<file path="config.mk">
export PLATFORM = sky130hd
export DESIGN_NAME = vx_raster_tile_split
export DESIGN_NICKNAME = d
export VERILOG_FILES = /design/src/rtl/vx_raster_tile_split.sv
export SDC_FILE = /design/constraint.sdc
export NUM_CORES = 2
export LEC_CHECK = 0
export CAP_MARGIN = 15
export CORE_AREA = 2 2 332 334
export DETAILED_ROUTE_END_ITERATION = 8
export DIE_AREA = 0 0 334 336
export DONT_BUFFER_PORTS = 1
export GPL_TIMING_DRIVEN = 0
export MAX_ROUTING_LAYER = met4
export PLACE_DENSITY = 0.62
export SLEW_MARGIN = 20
export SYNTH_ARGS = -nofsm -noshare
export SYNTH_HDL_FRONTEND = slang
export SYNTH_SLANG_ARGS = --single-unit
</file>
<file path="constraint.sdc">
create_clock -name clk -period 10.8 [get_ports clk]
set_input_delay 0.54 -clock clk [delete_from_list [all_inputs] [get_ports clk]]
set_output_delay 0.54 -clock clk [all_outputs]
set_load 0.05 [all_outputs]
</file>
<file path="src/rtl/vx_raster_tile_split.sv">
// vx_raster_tile_split: splits one raster tile into four half-size quadrants.
// Each quadrant that overlaps all three edges is emitted with re-evaluated edges.
// Ports:
//   clk, reset (async, active-low)
//   valid_in/ready_in + pid_in, xloc_in, yloc_in, edges_in, extents_in : tile in
//   valid_out/ready_out + pid_out, xloc_out, yloc_out, edges_out,
//   extents_out : quadrant out
//   busy : split in progress or output pending
module vx_raster_tile_split #(
  parameter int DATA_BITS    = 32,
  parameter int TILE_LOGSIZE = 5,
  parameter int POS_BITS     = 16,
  parameter int PID_BITS     = 8
) (
  input  logic                               clk,
  input  logic                               reset,
  input  logic                               valid_in,
  output logic                               ready_in,
  input  logic [PID_BITS-1:0]                pid_in,
  input  logic [POS_BITS-1:0]                xloc_in,
  input  logic [POS_BITS-1:0]                yloc_in,
  input  logic [2:0][2:0][DATA_BITS-1:0]     edges_in,
  input  logic [2:0][DATA_BITS-1:0]          extents_in,
  output logic                               valid_out,
  input  logic                               ready_out,
  output logic [PID_BITS-1:0]                pid_out,
  output logic [POS_BITS-1:0]                xloc_out,
  output logic [POS_BITS-1:0]                yloc_out,
  output logic [2:0][2:0][DATA_BITS-1:0]     edges_out,
  output logic [2:0][DATA_BITS-1:0]          extents_out,
  output logic                               busy
);

  localparam int SH = TILE_LOGSIZE - 1;
  localparam logic [POS_BITS-1:0] HALF =
    POS_BITS'(1) << SH;

  typedef enum logic {
    IDLE,
    SPLIT
  } state_e;

  state_e state_q, state_d;
  logic [1:0] q_q, q_d;

  logic [PID_BITS-1:0]            pid_q;
  logic [POS_BITS-1:0]            xloc_q;
  logic [POS_BITS-1:0]            yloc_q;
  logic [2:0][2:0][DATA_BITS-1:0] edges_q;
  logic [2:0][DATA_BITS-1:0]      ext_q;

  logic                           vout_q;
  logic [PID_BITS-1:0]            pid_out_q;
  logic [POS_BITS-1:0]            xloc_out_q;
  logic [POS_BITS-1:0]            yloc_out_q;
  logic [2:0][2:0][DATA_BITS-1:0] edges_out_q;
  logic [2:0][DATA_BITS-1:0]      ext_out_q;

  logic [2:0][DATA_BITS-1:0] eq_w;
  logic [2:0][DATA_BITS-1:0] sub_w;
  logic [2:0][DATA_BITS-1:0] sum_w;
  logic                      ovl_w;
  logic                      adv_w;
  logic                      accept_w;
  logic [POS_BITS-1:0]       qxloc_w;
  logic [POS_BITS-1:0]       qyloc_w;

  // Quadrant edge evaluation and trivial reject.
  // A zero sum (quadrant corner exactly on the edge) counts as overlap.
  always_comb begin
    eq_w  = '0;
    sub_w = '0;
    sum_w = '0;
    ovl_w = 1'b1;
    for (int i = 0; i < 3; i++) begin
      eq_w[i] = edges_q[i][2]
              + (q_q[0] ? (edges_q[i][0] << SH) : '0)
              + (q_q[1] ? (edges_q[i][1] << SH) : '0);
      sub_w[i] = ext_q[i] >> 1;
      sum_w[i] = eq_w[i] + sub_w[i];
      ovl_w = ovl_w & ~sum_w[i][DATA_BITS-1];
    end
    qxloc_w = xloc_q + (q_q[0] ? HALF : '0);
    qyloc_w = yloc_q + (q_q[1] ? HALF : '0);
  end

  always_comb begin
    state_d  = state_q;
    q_d      = q_q;
    ready_in = 1'b0;
    accept_w = 1'b0;
    adv_w    = 1'b0;
    unique case (state_q)
      IDLE: begin
        ready_in = 1'b1;
        if (valid_in) begin
          accept_w = 1'b1;
          q_d      = 2'd0;
          state_d  = SPLIT;
        end
      end
      SPLIT: begin
        adv_w = ~vout_q | ready_out;
        if (adv_w) begin
          q_d = q_q + 2'd1;
          if (q_q == 2'd3) state_d = IDLE;
        end
      end
      default: state_d = IDLE;
    endcase
  end

  always_ff @(posedge clk or negedge reset) begin
    if (!reset) begin
      state_q <= IDLE;
      q_q     <= 2'd0;
    end else begin
      state_q <= state_d;
      q_q     <= q_d;
    end
  end

  always_ff @(posedge clk or negedge reset) begin
    if (!reset) begin
      pid_q   <= '0;
      xloc_q  <= '0;
      yloc_q  <= '0;
      edges_q <= '0;
      ext_q   <= '0;
    end else if (accept_w) begin
      pid_q   <= pid_in;
      xloc_q  <= xloc_in;
      yloc_q  <= yloc_in;
      edges_q <= edges_in;
      ext_q   <= extents_in;
    end
  end

  // Output register: rejected quadrants only drop valid if the
  // current output is consumed; data is kept otherwise.
  always_ff @(posedge clk or negedge reset) begin
    if (!reset) begin
      vout_q      <= 1'b0;
      pid_out_q   <= '0;
      xloc_out_q  <= '0;
      yloc_out_q  <= '0;
      edges_out_q <= '0;
      ext_out_q   <= '0;
    end else if (adv_w && ovl_w) begin
      vout_q     <= 1'b1;
      pid_out_q  <= pid_q;
      xloc_out_q <= qxloc_w;
      yloc_out_q <= qyloc_w;
      ext_out_q  <= sub_w;
      for (int i = 0; i < 3; i++) begin
        edges_out_q[i] <= {eq_w[i], edges_q[i][1], edges_q[i][0]};
      end
    end else begin
      vout_q <= vout_q & ~ready_out;
    end
  end

  assign valid_out   = vout_q;
  assign pid_out     = pid_out_q;
  assign xloc_out    = xloc_out_q;
  assign yloc_out    = yloc_out_q;
  assign edges_out   = edges_out_q;
  assign extents_out = ext_out_q;
  assign busy        = (state_q == SPLIT) | vout_q;

endmodule

</file>
After elaboration in Yosys (flattened, before gate mapping)
Index checks and enable logic that the tools add are counted.
{ "classes": {"bitwise": 11, "n_reduce_logical": 2, "n_eq_ne": 3, "n_addsub": 12, "muxes": 19} }
{ "op_table": {"columns": ["cell", "n"], "rows": [
  ["$add 32x32->32", 6],
  ["$mux 32", 6],
  ["$add 32x31->32", 3],
  ["$add 16x5->16", 2],
  ["$mux 5", 2],
  ["$mux 1", 7],
  ["$not 1->1", 6],
  ["$mux 2", 2],
  ["$pmux 2 s2", 1],
  ["$and 1x1->1", 3],
  ["$add 2x1->2 const B", 1],
  ["$eq 2x2->1 const B", 1],
  ["$ne 2x1->1 const B", 1],
  ["$ne 2x2->1 const B", 1],
  ["$or 1x1->1", 2],
  ["$pmux 1 s2", 1],
  ["$reduce_and 2->1", 1],
  ["$logic_and 1x1->1", 1]
]} }
{ "word_totals": {"out_inout_bits": 427, "register_bits": 849, "wordCells": 80, "inputBits": 428} }

Longest topological paths before layout
{ "logic_depth": {"word_depth": 9, "ltp_mapped": 28, "depth_no_buf": 24} }

Worst setup path after synthesis
Ideal clock, no wire load.
{ "synth_path": {"path_type": "reg2reg", "from": "register q_q[0]", "to": "register edges_out_q (netlist bit edges_out[100])", "path_buffers": 4, "setup_ps": 128, "t_required_ps": 10672, "arrival_time_ps": 5857, "setup_slack_ps": 4815, "period_less_slack_ps": 5985, "path_stages_with_launch": 28, "cell_sequence": "dfrtp_1 clkbuf_1 clkbuf_1 and2_1 fa_1 ha_1 a2111oi_0 o21ai_0 nor2b_1 o31ai_1 nand2_1 a21o_1 a21o_1 a21oi_1 xnor2_1 ha_1 a21oi_1 nor2_1 a2111oi_0 nor2_1 nor3_1 o21ai_0 a41oi_1 xor2_1 nand4_2 buf_4 buf_6 mux2_1"} }
{ "synth_lines": {"columns": ["item", "line_no", "text"], "rows": [
  ["start: declaration", "44", "logic [1:0] q_q, q_d;"],
  ["start signal: assignment", "119", "q_q <= q_d;"],
  ["end signal: indexed assignment", "156", "edges_out_q[i] <= {eq_w[i], edges_q[i][1], edges_q[i][0]};"],
  ["end: declaration", "56", "logic [2:0][2:0][DATA_BITS-1:0] edges_out_q;"]
]} }

==> impl_metrics.xml <==
<?xml version="1.0" encoding="UTF-8"?>
<metrics>
  <group name="timing">
    <metric name="setup_ws" unit="ns">1.871</metric>
    <metric name="timing.fmax" unit="MHz">112.0</metric>
    <metric name="timing_worst_slew_pin_value" unit="ns">1.151</metric>
    <metric name="finalSetupViolCount" unit="">0</metric>
    <metric name="fin_worst_hold_slack" unit="ns">-0.1233</metric>
    <metric name="timing_max_transition_violations_final" unit="">0</metric>
    <metric name="final_min_period_over_clock_period" unit="%">82.68</metric>
    <metric name="final_period_minus_worst_setup_slack" unit="ns">8.929</metric>
    <metric name="hold_viol_final" unit="">19</metric>
    <metric name="totalNegativeSetupSlack" unit="ns">0</metric>
    <metric name="grt_setup_unrepaired" unit="">false</metric>
    <metric name="relSlewSlack" unit="%">23.28</metric>
    <metric name="fin_worst_skew" unit="ns">0.02286</metric>
  </group>
  <group name="setup_path">
    <metric name="cp_top_family" unit="">compound AO/OA/AOI/OAI gates</metric>
    <metric name="r2r_start" unit="">q_q[1]$_DFFE_PN0P_</metric>
    <metric name="crit_path_top_delay_cell" unit="">sky130_fd_sc_hd__dfrtp_1</metric>
    <metric name="crit_buf_inv" unit="">4</metric>
    <metric name="longest_individual_stage_delay_on_the_worst_path" unit="ns">0.68</metric>
    <metric name="worst-path-stages" unit="">27</metric>
    <metric name="critPathKind" unit="">reg2reg</metric>
    <metric name="crit_path_max_fanout" unit="">13</metric>
    <metric name="setup.worst_path.start_class" unit="">flop</metric>
    <metric name="r2r.worst_path.cells" unit="">27</metric>
    <metric name="setup.worst_path.start" unit="">q_q[1]$_DFFE_PN0P_</metric>
    <metric name="data_arrival_time_at_the_worst_slack_endpoint" unit="ns">9.46</metric>
    <metric name="setup.worst_path.end_class" unit="">flop</metric>
    <metric name="critical_path_required_time" unit="ns">11.33</metric>
  </group>
  <group name="synthesis">
    <metric name="syn_avg_cell_area" unit="um2">13.92</metric>
    <metric name="postSynthRegisterBits" unit="">846</metric>
    <metric name="ys_types" unit="">58</metric>
    <metric name="synth-warning-count" unit="">0</metric>
    <metric name="synthFlopType" unit="">sky130_fd_sc_hd__dfrtp_1</metric>
    <metric name="ys_async_sr_fraction" unit="%">100.0</metric>
    <metric name="ys_seq_area_share" unit="%">52.60</metric>
    <metric name="mappedNetlistArea" unit="mm2">0.04025</metric>
    <metric name="synth_edf_count" unit="">0</metric>
    <metric name="post_synth_inst_count" unit="">2892</metric>
  </group>
  <group name="drt">
    <metric name="post-route-drc-count" unit="">0</metric>
    <metric name="wl_per_cell" unit="um">26.43</metric>
    <metric name="first_pass_iters" unit="">5</metric>
    <metric name="routed_wl" unit="mm">130.1</metric>
    <metric name="dr_total_vias" unit="">25467</metric>
    <metric name="drt-initial-drc-count" unit="">1281</metric>
    <metric name="antenna_violation_net_count_after_detailed_routing" unit="">0</metric>
    <metric name="detail_route.vias_per_cell" unit="">5.175</metric>
  </group>
  <group name="place">
    <metric name="place_congestion" unit="">0.8719</metric>
    <metric name="hpwl" unit="mm">98.87</metric>
    <metric name="setup_slack_at_placement" unit="ns">1.707</metric>
    <metric name="dpl.cell_count" unit="">4310</metric>
    <metric name="io_buffers" unit="">0</metric>
  </group>
  <group name="floorplan">
    <metric name="io_pins" unit="">855</metric>
    <metric name="design.core.area" unit="mm2">0.1084</metric>
    <metric name="fp.dieArea" unit="mm2">0.1122</metric>
    <metric name="die_h" unit="um">336</metric>
    <metric name="initial_core_util" unit="%">37.13</metric>
    <metric name="rows" unit="">121</metric>
    <metric name="die_width" unit="um">334</metric>
  </group>
  <group name="cts">
    <metric name="numCtsBuffers" unit="">93</metric>
    <metric name="clock_sink_count" unit="">846</metric>
    <metric name="clk_root_buf" unit="">sky130_fd_sc_hd__clkbuf_16</metric>
    <metric name="holdBufCountCts" unit="">422</metric>
    <metric name="cts_max_path_buffers" unit="">3</metric>
    <metric name="cts.htree.levels" unit="">3</metric>
    <metric name="post-cts-setup-buffers" unit="">0</metric>
    <metric name="clkSlewWorstSetupHoldPaths" unit="ns">0.06</metric>
    <metric name="clock_tree_from_tritoncts" unit="">done</metric>
    <metric name="clk_latency" unit="ns">0.66</metric>
    <metric name="cts-resized-gates" unit="">0</metric>
  </group>
  <group name="cells_and_area">
    <metric name="layout.cells.most_common" unit="">sky130_fd_sc_hd__dfrtp_1</metric>
    <metric name="area_growth" unit="%">23.13</metric>
    <metric name="drive_above_1_share" unit="%">19.30</metric>
    <metric name="layoutNonFillerInstCount" unit="">4921</metric>
    <metric name="commonest_cells_after_routing_fill_and_taps_aside" unit="">sky130_fd_sc_hd__dfrtp_1, sky130_fd_sc_hd__mux2_2, sky130_fd_sc_hd__dlygate4sd3_1, sky130_fd_sc_hd__mux2_1, sky130_fd_sc_hd__ha_1</metric>
    <metric name="layout.nets" unit="">4104</metric>
  </group>
  <group name="grt">
    <metric name="grt_pass1_wl" unit="mm">187.3</metric>
    <metric name="antenna_found_initial" unit="">25</metric>
    <metric name="pin_count_of_the_biggest_net_entering_global_routing" unit="">847</metric>
    <metric name="grt-ovfl-total" unit="">0</metric>
    <metric name="first_global_vias" unit="">26932</metric>
    <metric name="globalRouteTotalUtil" unit="%">23.51</metric>
  </group>
  <group name="hold_path">
    <metric name="holdCritPathClass" unit="">in2async</metric>
  </group>
  <group name="flow_run">
    <metric name="max_cap_viol_count" unit="">0</metric>
  </group>
  <group name="status">
    <metric name="failed_checks" unit="">negative hold slack</metric>
    <metric name="outcome" unit="">finished with violations</metric>
  </group>
</metrics>
cells by family after synthesis:
group	after synthesis	share of synthesized area (%)
flops	846	52.60
fa+ha+maj	257	9.556
other cells	1	0.009317
compound gates	290	4.626
simple gates	400	5.363
xor+xnor	96	2.089
buf+inv	164	2.322
mux	838	23.43
layout make-up:
| class | count | area (um2) |
|---|---|---|
| fillers | 9655 | 58840 |
| flip-flops and latches | 846 | 21170 |
| multi-input cells | 1884 | 18150 |
| repair buffers | 430 | 4427 |
| clock buffers | 140 | 2688 |
| well taps | 1414 | 1769 |
| plain buffers | 126 | 810.8 |
| clock inverters | 28 | 361.6 |
| inverters | 38 | 142.6 |
| diodes | 15 | 37.54 |
final timing paths:
path,endpoint,slack [ns]
min in group clk,valid_out$_DFF_PN0_,0.13
worst min register to register,edges_out[252]$_DFFE_PN0P_,0.48
worst min-delay path,ext_q[42]$_DFFE_PN0P_,-0.12
worst max-delay path,edges_out[221]$_DFFE_PN0P_,1.87
max in group asynchronous,edges_out[78]$_DFFE_PN0P_,8.40
worst max register to register,edges_out[221]$_DFFE_PN0P_,1.87
flip-flops by register name, indices dropped and copies added, names as in the netlist:
signal	flops
edges_out	288
edges_q	288
ext_q	93
extents_out	93
pid_out	8
pid_q	8
q_q	2
state_q	1
valid_out	1
xloc_out	16
xloc_q	16
yloc_out	16
yloc_q	16
layer usage:
| metal | wire, um | vias to the layer above | share of wire [%] | track usage (%) |
|---|---|---|---|---|
| li1 | - | 11392 | - | - |
| met1 | 53340 | 13145 | 41 | 27.88 |
| met2 | 64670 | 753 | 50 | 39.51 |
| met3 | 8357 | 177 | 6.4 | 5.917 |
| met4 | 3711 | 0 | 2.9 | 6.910 |
| met5 | 0 | - | 0 | - |
cell usage after synthesis (all sizes together) (4+ instances only):
cell type,n,area (um2)
dfrtp,846,21170
mux2,834,9392
ha,173,2165
and2,155,969.7
a21oi,96,480.5
fa,84,1682
nand2,74,277.8
clkbuf,73,274.0
xnor2,68,595.6
nor2,55,206.5
buf,53,518.0
a21o,51,382.9
o21ai,50,250.2
inv,38,142.6
xor2,28,245.2
nand3,25,125.1
nand4,22,143.9
nor2b,17,106.4
o21a,16,120.1
nand2b,12,75.07
nor3,11,55.05
a2111oi,10,93.84
o211ai,10,75.07
and3,8,50.05
o31ai,8,60.06
a31oi,7,43.79
o21bai,7,52.55
nor4,6,37.54
o2111ai,6,52.55
a211oi,5,37.54
or2,5,31.28
a211o,4,35.03
a221oi,4,35.03
a31o,4,35.04
and4,4,35.03
mux2i,4,40.04
per-stage QoR:
| stage | cell area (um2) | hold WS, ns | utilization [%] |
|---|---|---|---|
| final | 49560 | -0.1233 | 45.72 |
| after global routing | 49560 | 0.01052 | 45.72 |
| after CTS | 49370 | -0.4819 | 45.55 |
| after detailed placement | 42100 | 0.2612 | 38.84 |
| after global placement | 42020 | 0.2618 | 38.77 |
| after floorplan | 40250 | 0.2444 | - |
Power is left out: the tool's default activity adds up to more than one toggle a clock period on the data nets, which glitch-free logic cannot reach.
